**config.mk**
```make
export PLATFORM = sky130hd
export DESIGN_NAME = pm1_stage1_sequencer_flat
export DESIGN_NICKNAME = d
export VERILOG_FILES = /design/src/rtl/pm1_stage1_sequencer_if.sv /design/src/rtl/pm1_stage1_sequencer.sv /design/src/flat_wrapper.sv
export SDC_FILE = /design/constraint.sdc
export NUM_CORES = 1
export LEC_CHECK = 0
export ABC_CLOCK_PERIOD_IN_PS = 4910
export CAP_MARGIN = 0
export CORE_MARGIN = 1.5
export CORE_UTILIZATION = 49
export CTS_CLUSTER_DIAMETER = 150
export DETAILED_ROUTE_END_ITERATION = 10
export PLACE_DENSITY = 0.93
export SYNTH_ARGS = -nofsm -noshare
export SYNTH_HDL_FRONTEND = slang
export SYNTH_SLANG_ARGS = --single-unit
```
**constraint.sdc**
```tcl
create_clock -name clk -period 4.91 [get_ports clk]
set_input_delay 1.473 -clock clk [delete_from_list [all_inputs] [get_ports clk]]
set_output_delay 1.473 -clock clk [all_outputs]
set_load 0.01 [all_outputs]
```
**src/rtl/pm1_stage1_sequencer_if.sv**
```systemverilog
// pm1_stage1_sequencer_if: valid/ready job channel from the sequencer to the modexp unit
interface pm1_stage1_sequencer_if;
  logic job_valid;
  logic job_ready;
  logic [8:0] job_base;
  logic [7:0] job_exp;
  modport master (output job_valid, job_base, job_exp, input job_ready);
  modport slave (input job_valid, job_base, job_exp, output job_ready);
endinterface

```
**src/rtl/pm1_stage1_sequencer.sv**
```systemverilog
// pm1_stage1_sequencer: stage-1 Pollard p-1 controller walking the prime table and issuing (p, e) power jobs
module pm1_stage1_sequencer #(
  parameter int ADDR_W = 6,
  parameter int FIND_TIMEOUT = 64,
  parameter int GAP_CYCLES = 2
) (
  input  logic clk,
  input  logic reset,
  input  logic start,
  input  logic [7:0] bound,
  output logic busy,
  output logic done,
  output logic error,
  output logic [ADDR_W:0] job_count,
  output logic [ADDR_W-1:0] prime_addr,
  input  logic [8:0] prime_data,
  output logic [7:0] fe_boundary,
  output logic [8:0] fe_base,
  output logic fe_enable,
  input  logic [7:0] fe_exponent,
  input  logic fe_ready,
  pm1_stage1_sequencer_if.master job
);
  typedef enum logic [2:0] {IDLE, FETCH, FIND, ISSUE, GAP, DONE} state_t;
  localparam int CW = $clog2(FIND_TIMEOUT + GAP_CYCLES + 2);
  state_t state, state_n;
  logic [CW-1:0] cnt;
  logic [7:0] b_r, e_r;
  logic [8:0] p_r;
  logic fetch_end, stop, find_ok, find_to, gap_end, last;
  always_comb begin
    fetch_end = state == FETCH && cnt == CW'(1);
    stop = prime_data == 9'd0 || prime_data > {1'b0, b_r};
    find_ok = state == FIND && cnt != '0 && fe_ready;
    find_to = state == FIND && !find_ok && cnt == CW'(FIND_TIMEOUT - 1);
    gap_end = state == GAP && cnt == CW'(GAP_CYCLES - 1);
    last = &prime_addr;
    state_n = state;
    case (state)
      IDLE: state_n = start ? FETCH : IDLE;
      FETCH: state_n = fetch_end ? (stop ? DONE : FIND) : FETCH;
      FIND: state_n = find_ok ? ISSUE : find_to ? DONE : FIND;
      ISSUE: state_n = job.job_ready ? GAP : ISSUE;
      GAP: state_n = gap_end ? (last ? DONE : FETCH) : GAP;
      DONE: state_n = IDLE;
      default: state_n = IDLE;
    endcase
  end
  always_ff @(posedge clk)
    if (reset) begin
      state <= IDLE;
      cnt <= '0;
      b_r <= '0;
      p_r <= '0;
      e_r <= '0;
      error <= 1'b0;
      job_count <= '0;
      prime_addr <= '0;
    end else begin
      state <= state_n;
      cnt <= state_n != state ? '0 : cnt + CW'(1);
      if (state == IDLE && start) begin
        b_r <= bound;
        prime_addr <= '0;
        job_count <= '0;
        error <= 1'b0;
      end
      if (fetch_end) p_r <= prime_data;
      if (find_ok) e_r <= fe_exponent;
      if (find_to) error <= 1'b1;
      if (state == ISSUE && job.job_ready) job_count <= job_count + (ADDR_W+1)'(1);
      if (gap_end && !last) prime_addr <= prime_addr + ADDR_W'(1);
    end
  assign busy = state != IDLE && state != DONE;
  assign done = state == DONE;
  assign fe_enable = state == FIND;
  assign fe_base = p_r;
  assign fe_boundary = b_r;
  assign job.job_valid = state == ISSUE;
  assign job.job_base = p_r;
  assign job.job_exp = e_r;
endmodule
```
**src/flat_wrapper.sv**
```systemverilog
// flat-port wrapper written by rule: the top's interface ports become plain ports
module pm1_stage1_sequencer_flat 
#(
  parameter int ADDR_W = 6,
  parameter int FIND_TIMEOUT = 64,
  parameter int GAP_CYCLES = 2
)
  (clk, reset, start, bound, busy, done, error, job_count, prime_addr, prime_data, fe_boundary, fe_base, fe_enable, fe_exponent, fe_ready, job_job_valid, job_job_base, job_job_exp, job_job_ready);
  pm1_stage1_sequencer_if job_i ();
  input  logic clk;
  input  logic reset;
  input  logic start;
  input  logic [7:0] bound;
  output logic busy;
  output logic done;
  output logic error;
  output logic [ADDR_W:0] job_count;
  output logic [ADDR_W-1:0] prime_addr;
  input  logic [8:0] prime_data;
  output logic [7:0] fe_boundary;
  output logic [8:0] fe_base;
  output logic fe_enable;
  input  logic [7:0] fe_exponent;
  input  logic fe_ready;
  output wire logic [$bits(job_i.job_valid)-1:0] job_job_valid;
  output wire logic [$bits(job_i.job_base)-1:0] job_job_base;
  output wire logic [$bits(job_i.job_exp)-1:0] job_job_exp;
  input wire logic [$bits(job_i.job_ready)-1:0] job_job_ready;
  assign job_job_valid = job_i.job_valid;
  assign job_job_base = job_i.job_base;
  assign job_job_exp = job_i.job_exp;
  assign job_i.job_ready = job_job_ready;
  pm1_stage1_sequencer #(.ADDR_W(ADDR_W), .FIND_TIMEOUT(FIND_TIMEOUT), .GAP_CYCLES(GAP_CYCLES)) u_core (.clk(clk), .reset(reset), .start(start), .bound(bound), .busy(busy), .done(done), .error(error), .job_count(job_count), .prime_addr(prime_addr), .prime_data(prime_data), .fe_boundary(fe_boundary), .fe_base(fe_base), .fe_enable(fe_enable), .fe_exponent(fe_exponent), .fe_ready(fe_ready), .job(job_i));
endmodule
```
Word-level counts from Yosys, hierarchy flattened

Index checks and enable logic that the tools add are counted.

Reduce and logical (&&, ||, !) cells: 22
Bitwise logic cells: 0
Equal/unequal tests: 9
Shift operators: 0
Muxes and demuxes: 15
Div/mod/pow operators: 0
Add/sub/neg operators: 3
Multipliers: 0
Magnitude comparators: 1

Operators with widths:

| kind                                                 | number |
|---|---|
| 2-to-1 mux 3 bit                                     | 7 |
| case mux 3 bit (5 select lines)                      | 1 |
| adder 7 x 1 -> 7 bit (second input constant)         | 2 |
| 2-to-1 mux 7 bit                                     | 2 |
| 2-to-1 mux 6 bit                                     | 2 |
| logical AND 1 bit                                    | 10 |
| > comparator 9 x 8 -> 1 bit                          | 1 |
| logical NOT 9 bit                                    | 1 |
| equality test 7 x 1 -> 1 bit (second input constant) | 1 |
| equality test 7 x 6 -> 1 bit (second input constant) | 1 |
| nonzero test 7 bit                                   | 1 |
| adder 6 x 1 -> 6 bit (second input constant)         | 1 |
| equality test 3 x 2 -> 1 bit (second input constant) | 2 |
| equality test 3 bit (second input constant)          | 2 |
| AND reduction 6 bit                                  | 1 |
| nonzero test 2 bit                                   | 3 |
| equality test 3 x 1 -> 1 bit (second input constant) | 1 |
| logical NOT 3 bit                                    | 1 |
| 2-to-1 mux 1 bit                                     | 3 |
| != test 3 bit                                        | 1 |
| != test 3 bit (second input constant)                | 1 |
| nonzero test 3 bit                                   | 1 |
| logical NOT 1 bit                                    | 2 |
| OR reduction 2 bit                                   | 1 |
| logical OR 1 bit                                     | 1 |

Bits in latches: 0
Word-level logic and storage cells: 58
Memories kept: 0
Memory bits (read-only): 0
Memory bits (writable): 0
Output and inout bits: 52
Register bits: 49

Logic depth before layout (Yosys ltp)

Depth after elaboration: 11
Depth in mapped cells: 8
Depth with buffers taken out: 8

Least setup slack after synthesis

Ideal clock, no wire load.

Kind: input -> register
From: in prime_data[4]
To: reg u_core.state[0]
Arrival time: 2484 ps
Buffers on the path: 0
Data required time: 4778 ps
Slack: 2293 ps
Stages on the path: 7
Path through: ha_1 -> nand4_1 -> or2_2 -> o211ai_1 -> nand3b_1 -> nand3_1 -> a21oi_1

Longest elaborated chain between the ends: 5
Elaborated cells on any way between the ends: 6
Those cells by class: 1 x order compare; 3 x mux; 2 x reduce/logical

RTL lines:

| element                                                                 | line                       | RTL |
|---|---|---|
| start: declaration                                                      | flat_wrapper.sv:19         | `input logic [8:0] prime_data;` |
| > comparator 9 x 8 -> 1 bit / logical NOT 9 bit (equally long branches) | pm1_stage1_sequencer.sv:33 | `stop = prime_data == 9'd0 \|\| prime_data > {1'b0, b_r};` |
| logical OR 1 bit *                                                      | pm1_stage1_sequencer.sv:33 |  |
| 2-to-1 mux 3 bit * (2 in a row)                                         | pm1_stage1_sequencer.sv:41 | `FETCH: state_n = fetch_end ? (stop ? DONE : FIND) : FETCH;` |
| case mux 3 bit (5 select lines) *                                       | pm1_stage1_sequencer.sv:39 | `case (state)` |
| end signal: assignment                                                  | pm1_stage1_sequencer.sv:60 | `state <= state_n;` |
| end: declaration                                                        | pm1_stage1_sequencer.sv:26 | `state_t state, state_n;` |

Mark *: on every way between the ends. The rest lies on a longest branch, timed or not.
A chain may end at the register's enable or synchronous reset.

Worst setup path in the final report

From: reg u_core.state[0]
To: out job_job_valid

Longest elaborated chain between the ends: 1

RTL lines:

| element                      | line                       | RTL |
|---|---|---|
| equality test 3 x 2 -> 1 bit | pm1_stage1_sequencer.sv:79 | `assign job.job_valid = state == ISSUE;` |
| end: declaration             | flat_wrapper.sv:25         | `output wire logic [$bits(job_i.job_valid)-1:0] job_job_valid;` |

No other way between the ends.

==> flow_summary_export.csv <==
group,metric,value,unit
critical_path,rr_startpoint,"u_core.cnt[2]",
logic_synthesis,post_synth_most_frequent_cells,"49 x sky130_fd_sc_hd__dfxtp_1, 41 x sky130_fd_sc_hd__nor2_1, 27 x sky130_fd_sc_hd__a21oi_1, 23 x sky130_fd_sc_hd__nand2_1, 16 x sky130_fd_sc_hd__mux2i_1",
critical_path,timing.critical_path.depth,2,
sta,setup-violations-final,0,
critical_path,timing.critical_path.max_delay_family,"flip-flops",
sta,timing.final.crit_share,69.2,%
hold_path,worst_hold_path_type,"flop to flop",
global_route,grt_max_degree,44,
hold_path,hold_path.startpoint,"u_core.fe_boundary[6]",
logic_synthesis,yosysMostFrequentCell,"sky130_fd_sc_hd__dfxtp_1",
critical_path,worst_r2r_path_depth,6,
global_route,global_route.overflow_total,0,
cts,clkTransAtPathRegs,0.10,ns
critical_path,critical-path-slowest-cell,"sky130_fd_sc_hd__dfxtp_1",
logic_synthesis,postSynth.topFlopCell,"sky130_fd_sc_hd__dfxtp_1",
sta,achievable-frequency,0.295,GHz
detailed_routing,route.detailed.vias_per_inst,5.51,
logic_synthesis,seq_area_frac_synth,40.1,%
power_and_ir_drop,switchingPower,239,µW
power_and_ir_drop,power_report.internal_total,596,µW
sta,final.setup.worst_slack,1.51,ns
power_and_ir_drop,pwr_density_cell,250,nW/µm²
cts,cts_sinks,49,
critical_path,endpoint_kind,"primary output",
power_and_ir_drop,vdd_ir_drop_max,0.148,mV
logic_synthesis,syn_inst,291,
critical_path,crit_path_cell_trace,"and3b_1 > clkdlybuf4s50_1",
sta,setup_repair_after_global_routing_missed_its_margin,"no",
critical_path,buf_inv_on_cp,1,
power_and_ir_drop,power_frac_seq,51.3,%
cts,cts_resized,0,
critical_path,cp-startpoint,"u_core.state[0]",
sta,finalWorstPathRequiredPeriod,3.40,ns
logic_synthesis,largest_area_contributor_in_the_netlist,"sky130_fd_sc_hd__dfxtp_1",
cts,max-clock-path-buffers,2,
logic_synthesis,number_of_enable_type_register_cells_in_the_synthesized_netlist,0,
sta,timing_hold_violations_final,0,
detailed_routing,antenna_left,0,
sta,final-max-slew-violation-count,0,
floorplanning,initial_utilization,51.5,%
logic_synthesis,async_flop_share,0,%
global_route,grt_antenna_before_repair,0,
detailed_routing,post-route-drc-count,0,
floorplanning,floorplan.die_area,5430,µm²
power_and_ir_drop,comb_power_share,19.8,%
cts,cts_setup_buffers,0,
placement,placement.setup.worst_slack,1.62,ns
critical_path,crit_path_max_incr_delay,0.68,ns
detailed_routing,routed_via_count,2352,
placement,hpwl,4570,µm
cts,hold_bufs_inserted_after_cts,0,
critical_path,crit_required,3.44,ns
detailed_routing,routed_wl,6200,µm
global_route,all_layer_global_routing_usage,23.2,%
power_and_ir_drop,p_leak,0.00135,µW
sta,final.setup_skew,0.0133,ns
detailed_routing,average_wire_length_per_cell_after_detail_routing,14.5,µm
status,outcome,"complete, no violations",
logic_synthesis,syn_nets,334,
critical_path,critPathLaunchType,"flop",
logic_synthesis,post_synth.cell_area_avg,8.41,µm²
placement,gpl.final_weighted_congestion,0.864,
power_and_ir_drop,power.clock.fraction,28.8,%
cts,number_of_buffers_created_by_cts,5,
cts,cts.htree.levels,2,
cts,worstSkewPairLatency,0.32,ns
detailed_routing,drtIter0Drc,145,
critical_path,critical_path_class,"flop to primary output",
power_and_ir_drop,p_sw_share,28.6,%
critical_path,worstPathArrival,1.92,ns
logic_synthesis,synth.distinct_cells,42,
floorplanning,die_h,73.7,µm
placement,number_of_buffers_added_on_ports,81,
logic_synthesis,number_of_warning_messages_in_the_yosys_log,0,
floorplanning,floorplan.die.width,73.7,µm
logic_synthesis,synth_largest_type_area_fraction,40.1,%
hold_path,worst_hold_path.num_cells,2,
floorplanning,fp-row-count,25,
final_layout,fin_cells,427,
global_route,grt_pass1_vias,2167,
critical_path,path_max_fanout,15,
final_layout,nets,402,
cts,cts_tree,"built",
critical_path,ff2ff_setup_slack,2.43,ns
logic_synthesis,synth.area.top_cells,"sky130_fd_sc_hd__dfxtp_1 40%, sky130_fd_sc_hd__ha_1 6.6%, sky130_fd_sc_hd__mux2i_1 6.5%",
sta,timing.setup.tns,0,ns
sta,worst_pin_slew,0.760,ns
sta,slew_headroom,49.2,%
hold_path,hold_path_end,"u_core.fe_boundary[6]",
final_layout,syn2layout_area_growth,36.2,%
placement,dpl.cell_count,419,
global_route,grt_pass1_wl,9740,µm
final_layout,layout-drive-gt1-share,4.44,%
floorplanning,design.core.area,4750,µm²
run,max_cap_viol_count,0,
logic_synthesis,synth-seq-cells,49,
critical_path,crit-reg2reg-capture,"u_core.cnt[1]",
final_layout,antennaDiodeCount,0,
cts,clk_root_buffer_cell,"sky130_fd_sc_hd__clkbuf_8",
logic_synthesis,post_synth_instance_area,2450,µm²
detailed_routing,dr.pass1.iters,4,
floorplanning,boundaryPins,82,
metrics by stage:
step / power (µW) / instance area (µm²) / utilization (%) / hold slack [ns]
floorplan: 525 / 2450 / - / 0.441
global placement: 593 / 3240 / 68.2 / 0.458
detailed placement: 601 / 3240 / 68.2 / 0.468
CTS: 836 / 3340 / 70.2 / 0.476
global route: 872 / 3340 / 70.2 / 0.490
finish: 835 / 3340 / 70.2 / 0.478
sequential cells by signal, summed over array words and instances (netlist names):
| signal | flops |
|---|---|
| u_core.cnt | 7 |
| u_core.error | 1 |
| u_core.fe_base | 9 |
| u_core.fe_boundary | 8 |
| u_core.job.job_exp | 8 |
| u_core.job_count | 7 |
| u_core.prime_addr | 6 |
| u_core.state | 3 |
per-layer routing:
layer | part of all wire, % | vias to the layer above | GRT usage (%) | routed length (µm)
met5 | 0 | - | 0 | 0
met4 | 1.7 | 0 | 9.67 | 103
met3 | 6.2 | 12 | 6.04 | 383
met2 | 51 | 80 | 38.2 | 3140
met1 | 42 | 1120 | 28.6 | 2580
li1 | - | 1140 | - | -
worst register-to-register path, delay by kind of cell (launching register included):
| kind | cells | cell delay (ns) |
|---|---|---|
| AO/OA/AOI/OAI | 4 | 1.40 |
| AND/OR/NAND/NOR | 2 | 0.67 |
| flip-flops | 1 | 0.36 |
worst max path at each step:
stage / to
after CTS: fe_enable
after global routing: fe_enable
final: job_job_valid
after detailed placement: u_core.state[0]
after floorplan: u_core.state[0]
after global placement: u_core.state[0]
cell families after synthesis:
kind of cell / Yosys count / share of synthesized area (%)
flip-flops: 49 / 40.1
multiplexers: 16 / 6.54
adder cells (fa/ha/maj): 13 / 6.64
buffers and inverters: 36 / 7.05
AO/OA/AOI/OAI: 54 / 13.5
XOR/XNOR: 8 / 2.86
AND/OR/NAND/NOR: 115 / 23.3
power by group through the flow:
stage          combinational (µW)  clock [µW]  sequential [µW]
6_report                      166         241              429
5_1_grt                       183         258              431
4_1_cts                       166         242              428
3_5_place_dp                  163           0              438
3_3_place_gp                  157           0              436
2_1_floorplan                90.4           0              435
placed cells by master, fill, tap and decap left out, types with 3 or more instances in the layout:
| cell type | netlist | final |
|---|---|---|
| sky130_fd_sc_hd__nand2b_1 | 3 | 3 |
| sky130_fd_sc_hd__a21oi_1 | 27 | 27 |
| sky130_fd_sc_hd__o21ai_0 | 10 | 10 |
| sky130_fd_sc_hd__xnor2_1 | 5 | 5 |
| sky130_fd_sc_hd__nor3_1 | 4 | 4 |
| sky130_fd_sc_hd__nand2_1 | 23 | 23 |
| sky130_fd_sc_hd__inv_1 | 14 | 14 |
| sky130_fd_sc_hd__nand3b_1 | 5 | 5 |
| sky130_fd_sc_hd__clkdlybuf4s50_1 | 0 | 81 |
| sky130_fd_sc_hd__a211oi_1 | 3 | 3 |
| sky130_fd_sc_hd__nor4_1 | 3 | 3 |
| sky130_fd_sc_hd__dfxtp_1 | 49 | 49 |
| sky130_fd_sc_hd__ha_1 | 13 | 13 |
| sky130_fd_sc_hd__nand4_1 | 3 | 3 |
| sky130_fd_sc_hd__xor2_1 | 3 | 3 |
| sky130_fd_sc_hd__and3b_1 | 3 | 3 |
| sky130_fd_sc_hd__nor3b_1 | 3 | 3 |
| sky130_fd_sc_hd__mux2i_1 | 16 | 16 |
| sky130_fd_sc_hd__a21o_1 | 3 | 3 |
| sky130_fd_sc_hd__nand3_1 | 13 | 13 |
| sky130_fd_sc_hd__clkbuf_8 | 0 | 5 |
| sky130_fd_sc_hd__and3_1 | 5 | 5 |
| sky130_fd_sc_hd__nor2_1 | 41 | 41 |
layout make-up:
cell class	count	area [µm²]
clock buffer	5	68.8
clock inverter	3	22.5
fill	368	1420
inverter	14	52.6
multi-input combinational	206	1300
sequential	49	981
tap	67	83.8
timing repair buffer	83	826
No activity file was read; power rests on OpenSTA's default activity.
